### src/rtl/pkt_bus_arbiter_if.sv
// Bus bundle between the source FIFOs, the arbiter and the packet checker.
// The arbiter uses the slave modport; sources and the checker sit on the master side.
interface pkt_bus_arbiter_if #(
  parameter int NUM_REQ = 4,
  parameter int DATA_W  = 16
);
  logic [NUM_REQ-1:0]        req;
  logic [NUM_REQ*DATA_W-1:0] req_data;
  logic [NUM_REQ-1:0]        req_last;
  logic                      error_in;
  logic [NUM_REQ-1:0]        grant;
  logic [DATA_W-1:0]         data_out;
  logic                      valid_out;
  logic [NUM_REQ-1:0]        abort;
  logic [1:0]                owner;
  logic                      busy;
  logic [7:0]                err_count;

  modport slave (
    input  req, req_data, req_last, error_in,
    output grant, data_out, valid_out, abort, owner, busy, err_count
  );

  modport master (
    output req, req_data, req_last, error_in,
    input  grant, data_out, valid_out, abort, owner, busy, err_count
  );
endinterface

### src/rtl/pkt_bus_arbiter.sv
// Round-robin arbiter sharing the packet-checker bus between four sources.
// A grant is held for a whole packet; each accepted word is registered onto
// data_out. The owner is aborted on checker error, over-length or stall timeout.
module pkt_bus_arbiter #(
  parameter int NUM_REQ = 4,
  parameter int DATA_W  = 16,
  parameter int MAX_PKT = 8,
  parameter int TIMEOUT = 15
) (
  input logic           clk,
  input logic           reset,
  pkt_bus_arbiter_if.slave bus
);

  typedef enum logic [1:0] {
    IDLE  = 2'd0,
    XFER  = 2'd1,
    ABORT = 2'd2,
    GAP   = 2'd3
  } state_t;

  localparam logic [3:0] MAX_CNT  = 4'(MAX_PKT);
  localparam logic [3:0] STALL_TO = 4'(TIMEOUT);

  state_t             state, state_nxt;
  logic [1:0]         owner, owner_nxt;
  logic [NUM_REQ-1:0] grant, grant_nxt;
  logic [NUM_REQ-1:0] abort, abort_nxt;
  logic [DATA_W-1:0]  data_q, data_nxt;
  logic               valid_q, valid_nxt;
  logic [3:0]         word_cnt, word_nxt;
  logic [3:0]         stall_cnt, stall_nxt;
  logic [7:0]         err_count, err_nxt;

  logic [1:0]         pick;
  logic [1:0]         cand;
  logic               found;
  logic               accept;
  logic               go_abort;
  logic               go_gap;

  // Registers every piece of arbiter state; reset leaves owner at 3 so source 0 wins first.
  always_ff @(posedge clk or posedge reset) begin
    if (reset) begin
      state     <= IDLE;
      owner     <= 2'd3;
      grant     <= '0;
      abort     <= '0;
      data_q    <= '0;
      valid_q   <= 1'b0;
      word_cnt  <= '0;
      stall_cnt <= '0;
      err_count <= '0;
    end else begin
      state     <= state_nxt;
      owner     <= owner_nxt;
      grant     <= grant_nxt;
      abort     <= abort_nxt;
      data_q    <= data_nxt;
      valid_q   <= valid_nxt;
      word_cnt  <= word_nxt;
      stall_cnt <= stall_nxt;
      err_count <= err_nxt;
    end
  end

  // Next-state logic: round-robin pick in IDLE, word/stall accounting and exit priority in XFER.
  always_comb begin
    state_nxt = state;
    owner_nxt = owner;
    grant_nxt = grant;
    abort_nxt = '0;
    data_nxt  = data_q;
    valid_nxt = 1'b0;
    word_nxt  = word_cnt;
    stall_nxt = stall_cnt;
    err_nxt   = err_count;
    pick      = owner;
    cand      = owner;
    found     = 1'b0;
    accept    = 1'b0;
    go_abort  = 1'b0;
    go_gap    = 1'b0;

    for (int k = 1; k <= 4; k++) begin
      cand = owner + 2'(k);
      if (!found && bus.req[cand]) begin
        pick  = cand;
        found = 1'b1;
      end
    end

    case (state)
      IDLE: begin
        if (found) begin
          state_nxt       = XFER;
          owner_nxt       = pick;
          grant_nxt       = '0;
          grant_nxt[pick] = 1'b1;
          word_nxt        = '0;
          stall_nxt       = '0;
        end
      end

      XFER: begin
        accept = bus.req[owner];
        if (accept) begin
          word_nxt  = word_cnt + 4'd1;
          stall_nxt = '0;
          data_nxt  = bus.req_data[int'(owner)*DATA_W +: DATA_W];
          valid_nxt = 1'b1;
        end else begin
          stall_nxt = stall_cnt + 4'd1;
        end

        if (bus.error_in)
          go_abort = 1'b1;
        else if (accept && bus.req_last[owner])
          go_gap = 1'b1;
        else if (accept && (word_cnt + 4'd1 == MAX_CNT))
          go_abort = 1'b1;
        else if (!accept && (stall_cnt + 4'd1 == STALL_TO))
          go_abort = 1'b1;

        if (go_abort) begin
          state_nxt        = ABORT;
          grant_nxt        = '0;
          abort_nxt[owner] = 1'b1;
          if (err_count != 8'hFF)
            err_nxt = err_count + 8'd1;
        end else if (go_gap) begin
          state_nxt = GAP;
          grant_nxt = '0;
        end
      end

      ABORT: begin
        grant_nxt = '0;
        state_nxt = GAP;
      end

      GAP: begin
        grant_nxt = '0;
        word_nxt  = '0;
        stall_nxt = '0;
        state_nxt = IDLE;
      end

      default: begin
        state_nxt = IDLE;
        grant_nxt = '0;
      end
    endcase
  end

  assign bus.grant     = grant;
  assign bus.abort     = abort;
  assign bus.data_out  = data_q;
  assign bus.valid_out = valid_q;
  assign bus.owner     = owner;
  assign bus.busy      = (state != IDLE);
  assign bus.err_count = err_count;

endmodule

### src/flat_wrapper.sv
// flat-port wrapper written by rule: the top's interface ports become plain ports
module pkt_bus_arbiter_flat 
#(
  parameter int NUM_REQ = 4,
  parameter int DATA_W  = 16,
  parameter int MAX_PKT = 8,
  parameter int TIMEOUT = 15
)
  (clk, reset, bus_req, bus_req_data, bus_req_last, bus_error_in, bus_grant, bus_data_out, bus_valid_out, bus_abort, bus_owner, bus_busy, bus_err_count);
  pkt_bus_arbiter_if #(.NUM_REQ(NUM_REQ), .DATA_W(DATA_W)) bus_i ();
  input logic clk;
  input logic reset;
  input wire logic [$bits(bus_i.req)-1:0] bus_req;
  input wire logic [$bits(bus_i.req_data)-1:0] bus_req_data;
  input wire logic [$bits(bus_i.req_last)-1:0] bus_req_last;
  input wire logic [$bits(bus_i.error_in)-1:0] bus_error_in;
  output wire logic [$bits(bus_i.grant)-1:0] bus_grant;
  output wire logic [$bits(bus_i.data_out)-1:0] bus_data_out;
  output wire logic [$bits(bus_i.valid_out)-1:0] bus_valid_out;
  output wire logic [$bits(bus_i.abort)-1:0] bus_abort;
  output wire logic [$bits(bus_i.owner)-1:0] bus_owner;
  output wire logic [$bits(bus_i.busy)-1:0] bus_busy;
  output wire logic [$bits(bus_i.err_count)-1:0] bus_err_count;
  assign bus_i.req = bus_req;
  assign bus_i.req_data = bus_req_data;
  assign bus_i.req_last = bus_req_last;
  assign bus_i.error_in = bus_error_in;
  assign bus_grant = bus_i.grant;
  assign bus_data_out = bus_i.data_out;
  assign bus_valid_out = bus_i.valid_out;
  assign bus_abort = bus_i.abort;
  assign bus_owner = bus_i.owner;
  assign bus_busy = bus_i.busy;
  assign bus_err_count = bus_i.err_count;
  pkt_bus_arbiter #(.NUM_REQ(NUM_REQ), .DATA_W(DATA_W), .MAX_PKT(MAX_PKT), .TIMEOUT(TIMEOUT)) u_core (.clk(clk), .reset(reset), .bus(bus_i));
endmodule
### config.mk
export PLATFORM = sky130hd
export DESIGN_NAME = pkt_bus_arbiter_flat
export DESIGN_NICKNAME = d
export VERILOG_FILES = /design/src/rtl/pkt_bus_arbiter_if.sv /design/src/rtl/pkt_bus_arbiter.sv /design/src/flat_wrapper.sv
export SDC_FILE = /design/constraint.sdc
export NUM_CORES = 1
export LEC_CHECK = 0
export CORE_MARGIN = 2
export CORE_UTILIZATION = 25
export DETAILED_ROUTE_END_ITERATION = 12
export PLACE_DENSITY_LB_ADDON = 0.05
export SYNTH_ARGS = -nofsm -noshare
export SYNTH_HDL_FRONTEND = slang
export SYNTH_SLANG_ARGS = --single-unit
### constraint.sdc
create_clock -name clk -period 5.1 [get_ports clk]
set_input_delay 0.765 -clock clk [delete_from_list [all_inputs] [get_ports clk]]
set_output_delay 0.765 -clock clk [all_outputs]
set_load 0.02 [all_outputs]
==> report_table.html <==
<table>
<tr><th>Metric</th><th>Value</th></tr>
<tr><th colspan="2">Run status</th></tr>
<tr><td>Status</td><td>complete, no violations</td></tr>
<tr><th colspan="2">Floorplanning</th></tr>
<tr><td>Area of the core</td><td>10800 um2</td></tr>
<tr><td>Total Die Area</td><td>12000 um2</td></tr>
<tr><td>Die X</td><td>110 um</td></tr>
<tr><td>Die outline height</td><td>110 um</td></tr>
<tr><td>Floorplan row count</td><td>38</td></tr>
<tr><td>Number of top-level pins</td><td>111</td></tr>
<tr><td>Initial cell density of the core</td><td>0.257</td></tr>
<tr><th colspan="2">Global routing</th></tr>
<tr><td>Largest net degree at the start of global routing</td><td>46</td></tr>
<tr><td>Via count of the first global-routing pass</td><td>2355</td></tr>
<tr><td>Met1 capacity usage during global routing</td><td>0.166</td></tr>
<tr><td>Fraction of met2 tracks used by global routing</td><td>0.211</td></tr>
<tr><td>Global-route wire length before repair</td><td>12.1 mm</td></tr>
<tr><td>Layer carrying the most global-route usage</td><td>met2</td></tr>
<tr><td>Total gr overflow</td><td>0</td></tr>
<tr><td>Met3 track utilization from global routing</td><td>0.0421</td></tr>
<tr><td>Antenna violations before repair</td><td>0</td></tr>
<tr><td>Total Routing Usage GR</td><td>0.129</td></tr>
<tr><th colspan="2">Critical path</th></tr>
<tr><td>Critical register-to-register path startpoint</td><td>u_core.bus.owner[0]</td></tr>
<tr><td>Nature of the critical path endpoint</td><td>flip-flop</td></tr>
<tr><td>Required time of the critical path</td><td>5300 ps</td></tr>
<tr><td>CP max FO</td><td>18</td></tr>
<tr><td>Element type at the critical path start</td><td>flip-flop</td></tr>
<tr><td>CP Launch Point</td><td>u_core.bus.owner[0]</td></tr>
<tr><td>Slowest stage delay, CP</td><td>900 ps</td></tr>
<tr><td>Crit path arrival time</td><td>3470 ps</td></tr>
<tr><td>Type of the setup path with the least slack</td><td>reg -&gt; reg</td></tr>
<tr><td>Cell with the largest stage delay on the worst path</td><td>sky130_fd_sc_hd__dfstp_2</td></tr>
<tr><td>Worst-path cell chain</td><td>buf_4, inv_1, ha_1, mux4_2, nand2b_1, a31oi_1, o22a_1, and3b_1, mux2_2</td></tr>
<tr><td>R2r worst-path depth</td><td>9</td></tr>
<tr><td>Reg2reg end</td><td>u_core.bus.grant[1]</td></tr>
<tr><td>Setup slack of the worst register-to-register path</td><td>1830 ps</td></tr>
<tr><th colspan="2">Min path</th></tr>
<tr><td>Min-Delay Path Depth</td><td>1</td></tr>
<tr><td>Worst Hold Endpoint</td><td>u_core.bus.err_count[5]</td></tr>
<tr><td>Type of the worst min-delay path</td><td>reg -&gt; reg</td></tr>
<tr><td>Min-Delay Startpoint</td><td>u_core.bus.err_count[5]</td></tr>
<tr><th colspan="2">Synthesis</th></tr>
<tr><td>Portion of the post-synthesis area used by sequential elements</td><td>0.405</td></tr>
<tr><td>Number of flip-flops and latches in the synthesized netlist</td><td>45</td></tr>
<tr><td>Number of unique standard cell types used by synthesis</td><td>46</td></tr>
<tr><td>Library cell with the highest instance count after synthesis</td><td>sky130_fd_sc_hd__dfrtp_1</td></tr>
<tr><td>EDFF count, synth</td><td>0</td></tr>
<tr><td>Cell type contributing the most total cell area after synthesis</td><td>sky130_fd_sc_hd__dfrtp_1</td></tr>
<tr><td>Synth Flop Type</td><td>sky130_fd_sc_hd__dfrtp_1</td></tr>
<tr><td>Ys async rst share</td><td>1.00</td></tr>
<tr><td>Main area contributors after synthesis</td><td>sky130_fd_sc_hd__dfrtp_1 (39%), sky130_fd_sc_hd__mux4_2 (16%), sky130_fd_sc_hd__mux2_2 (11%), sky130_fd_sc_hd__ha_1 (5.4%), sky130_fd_sc_hd__dfstp_2 (1.9%)</td></tr>
<tr><td>Mapped Nets</td><td>312</td></tr>
<tr><td>Syn Std Cell Area</td><td>2790 um2</td></tr>
<tr><td>Post-Synthesis Mean Instance Area</td><td>12.4 um2</td></tr>
<tr><td>Top cells by instance count after synthesis</td><td>sky130_fd_sc_hd__dfrtp_1 (43), sky130_fd_sc_hd__mux2_2 (26), sky130_fd_sc_hd__mux4_2 (20), sky130_fd_sc_hd__nand2_1 (14), sky130_fd_sc_hd__ha_1 (12)</td></tr>
<tr><td>Cell count after synthesis</td><td>225</td></tr>
<tr><td>Portion of synthesized cell area occupied by the leading cell type</td><td>0.386</td></tr>
<tr><td>YS warnings</td><td>0</td></tr>
<tr><th colspan="2">Run</th></tr>
<tr><td>Max Cap Viol</td><td>0</td></tr>
<tr><th colspan="2">STA</th></tr>
<tr><td>Hold Slack</td><td>491 ps</td></tr>
<tr><td>Slew Limit Fails</td><td>0</td></tr>
<tr><td>Achievable Freq</td><td>306 MHz</td></tr>
<tr><td>Final hold violation count</td><td>0</td></tr>
<tr><td>Total Negative Setup Slacks</td><td>0 ps</td></tr>
<tr><td>RSZ-0062 raised after global routing</td><td>no</td></tr>
<tr><td>Time the final worst path needs with I/O delays and setup</td><td>3270 ps</td></tr>
<tr><td>Worst slew margin relative to its limit</td><td>0.345</td></tr>
<tr><td>Final clock period utilization by the worst path</td><td>0.640</td></tr>
<tr><td>Actual slew at the worst max-slew pin</td><td>980 ps</td></tr>
<tr><td>Final Skew</td><td>8.09 ps</td></tr>
<tr><td>Final number of setup-violating endpoints</td><td>0</td></tr>
<tr><th colspan="2">Power</th></tr>
<tr><td>Pwr Density</td><td>524 nW/um2</td></tr>
<tr><td>Standby leakage power</td><td>1.67 nW</td></tr>
<tr><td>VDD IR max</td><td>0.191 mV</td></tr>
<tr><th colspan="2">Routing</th></tr>
<tr><td>Initial detailed-routing violation count</td><td>93</td></tr>
<tr><td>Overall routed net length</td><td>7.25 mm</td></tr>
<tr><td>Average detailed-routed wire length per instance</td><td>15.3 um</td></tr>
<tr><td>Vias per cell</td><td>4.79</td></tr>
<tr><td>Post-route DRC</td><td>0</td></tr>
<tr><td>Total vias in the final route</td><td>2275</td></tr>
<tr><td>Number of nets still failing antenna checks after routing</td><td>0</td></tr>
<tr><td>Number of detailed-routing iterations run before antenna repair</td><td>4</td></tr>
<tr><th colspan="2">Placement</th></tr>
<tr><td>Final HPWL from detailed placement</td><td>5.38 mm</td></tr>
<tr><td>Placer congestion estimate</td><td>0.752</td></tr>
<tr><td>Number of port buffers</td><td>110</td></tr>
<tr><th colspan="2">Clock tree</th></tr>
<tr><td>Maximum count of clock buffers along a single path</td><td>2</td></tr>
<tr><td>TritonCTS buffer count</td><td>5</td></tr>
<tr><td>Insertion delay of the later-clocked pin in the worst-skew pair</td><td>310 ps</td></tr>
<tr><td>Clock-pin transition on the worst setup and hold timing paths</td><td>100 ps</td></tr>
<tr><td>Buffer type at the clock tree root</td><td>sky130_fd_sc_hd__clkbuf_8</td></tr>
<tr><td># H-tree levels</td><td>2</td></tr>
<tr><td>Cts-stage hold buffer count</td><td>0</td></tr>
<tr><td>CTS sink cnt</td><td>45</td></tr>
<tr><td>CTS tree</td><td>yes</td></tr>
<tr><td>Post-CTS sizing</td><td>0</td></tr>
<tr><td>Number of setup buffers added after CTS</td><td>0</td></tr>
<tr><th colspan="2">Cells and area</th></tr>
<tr><td>Ant. Diodes</td><td>0</td></tr>
<tr><td>Share of cells above drive strength 1</td><td>0.203</td></tr>
<tr><td>Area delta synth-&gt;final</td><td>48.4%</td></tr>
<tr><td>Net count of the finished layout</td><td>421</td></tr>
</table>
[flip-flops by register name (all words and copies together), names as in the netlist]
signal	flops
u_core.stall_cnt	4
u_core.word_cnt	4
u_core.state	2
u_core.bus.valid_out	1
u_core.bus.data_out	16
u_core.bus.err_count	8
u_core.bus.abort	4
u_core.bus.owner	2
u_core.bus.grant	4
[layout by cell type (no fill, tap or decap), types with 4 or more instances in the layout]
cell type,synthesis,final
sky130_fd_sc_hd__mux2_2,26,26
sky130_fd_sc_hd__dfrtp_1,43,43
sky130_fd_sc_hd__clkdlybuf4s50_1,0,110
sky130_fd_sc_hd__nand4_1,4,4
sky130_fd_sc_hd__ha_1,12,12
sky130_fd_sc_hd__xnor2_1,6,6
sky130_fd_sc_hd__nand2_1,14,14
sky130_fd_sc_hd__clkbuf_8,0,5
sky130_fd_sc_hd__and3_1,5,5
sky130_fd_sc_hd__inv_1,11,10
sky130_fd_sc_hd__mux4_2,20,20
sky130_fd_sc_hd__and2_1,4,4
sky130_fd_sc_hd__mux2i_1,4,4
sky130_fd_sc_hd__a21oi_1,9,9
sky130_fd_sc_hd__nand3_1,7,7
sky130_fd_sc_hd__o21ai_0,9,9
[area by class of cell]
class	count	area [um2]
clock buffer	5	68.8
clock inverter	3	46.3
fill	1083	6710
inverter	12	45.0
multi-input combinational	159	1560
sequential	45	1130
tap	140	175
timing repair buffer	111	1110
[layer usage]
layer,share of wire,vias up
li1,-,1057
met1,0.44,1131
met2,0.47,81
met3,0.075,6
met4,0.0099,0
met5,0,-
[cells by family after synthesis]
logic type,Yosys count,share of synthesized area
AOI/OAI and AO/OA,31,0.0791
xor gates and xnor gates,7,0.0220
adders and majority gates,12,0.0539
buffers and inverters,21,0.0346
DFF,45,0.405
muxes,51,0.285
and+or+nand+nor,58,0.120
[stage by stage]
step | power [mW] | utilization | area, um2 | instances | worst slack, ps
6_report | 2.17 | 0.381 | 4130 | 475 | 1830
3_5_place_dp | 1.91 | 0.371 | 4020 | 467 | 1670
5_1_grt | 2.33 | 0.381 | 4130 | 475 | 1560
4_1_cts | 2.21 | 0.381 | 4130 | 475 | 1780
3_3_place_gp | 1.90 | 0.371 | 4020 | 467 | 1760
2_1_floorplan | 1.45 | - | 2790 | 225 | 1870
[worst max-delay path: cells and delay by family (launching register included)]
kind | cells | cell delay [ps]
DFF | 1 | 900
buffers and inverters | 2 | 470
and+or+nand+nor | 2 | 350
AOI/OAI and AO/OA | 2 | 400
muxes | 2 | 610
adders and majority gates | 1 | 400
[power by group]
part           leakage (nW)  total, mW  internal (mW)  switching [mW]
logic                  1.05       1.21          0.670           0.544
clock network        0.0543      0.288          0.147           0.141
registers             0.571      0.664          0.499           0.165
total                  1.67       2.17           1.32           0.850
[worst max-delay path by stage]
| stage | slack, ps | depth (start not counted) | to |
|---|---|---|---|
| floorplan | 1870 | 11 | u_core.bus.grant[1] |
| global placement | 1760 | 7 | u_core.bus.err_count[1] |
| detailed placement | 1670 | 7 | u_core.bus.err_count[1] |
| CTS | 1780 | 9 | u_core.bus.grant[1] |
| global route | 1560 | 9 | u_core.bus.grant[1] |
| finish | 1830 | 9 | u_core.bus.grant[1] |
(Power assumes the default switching activity.)
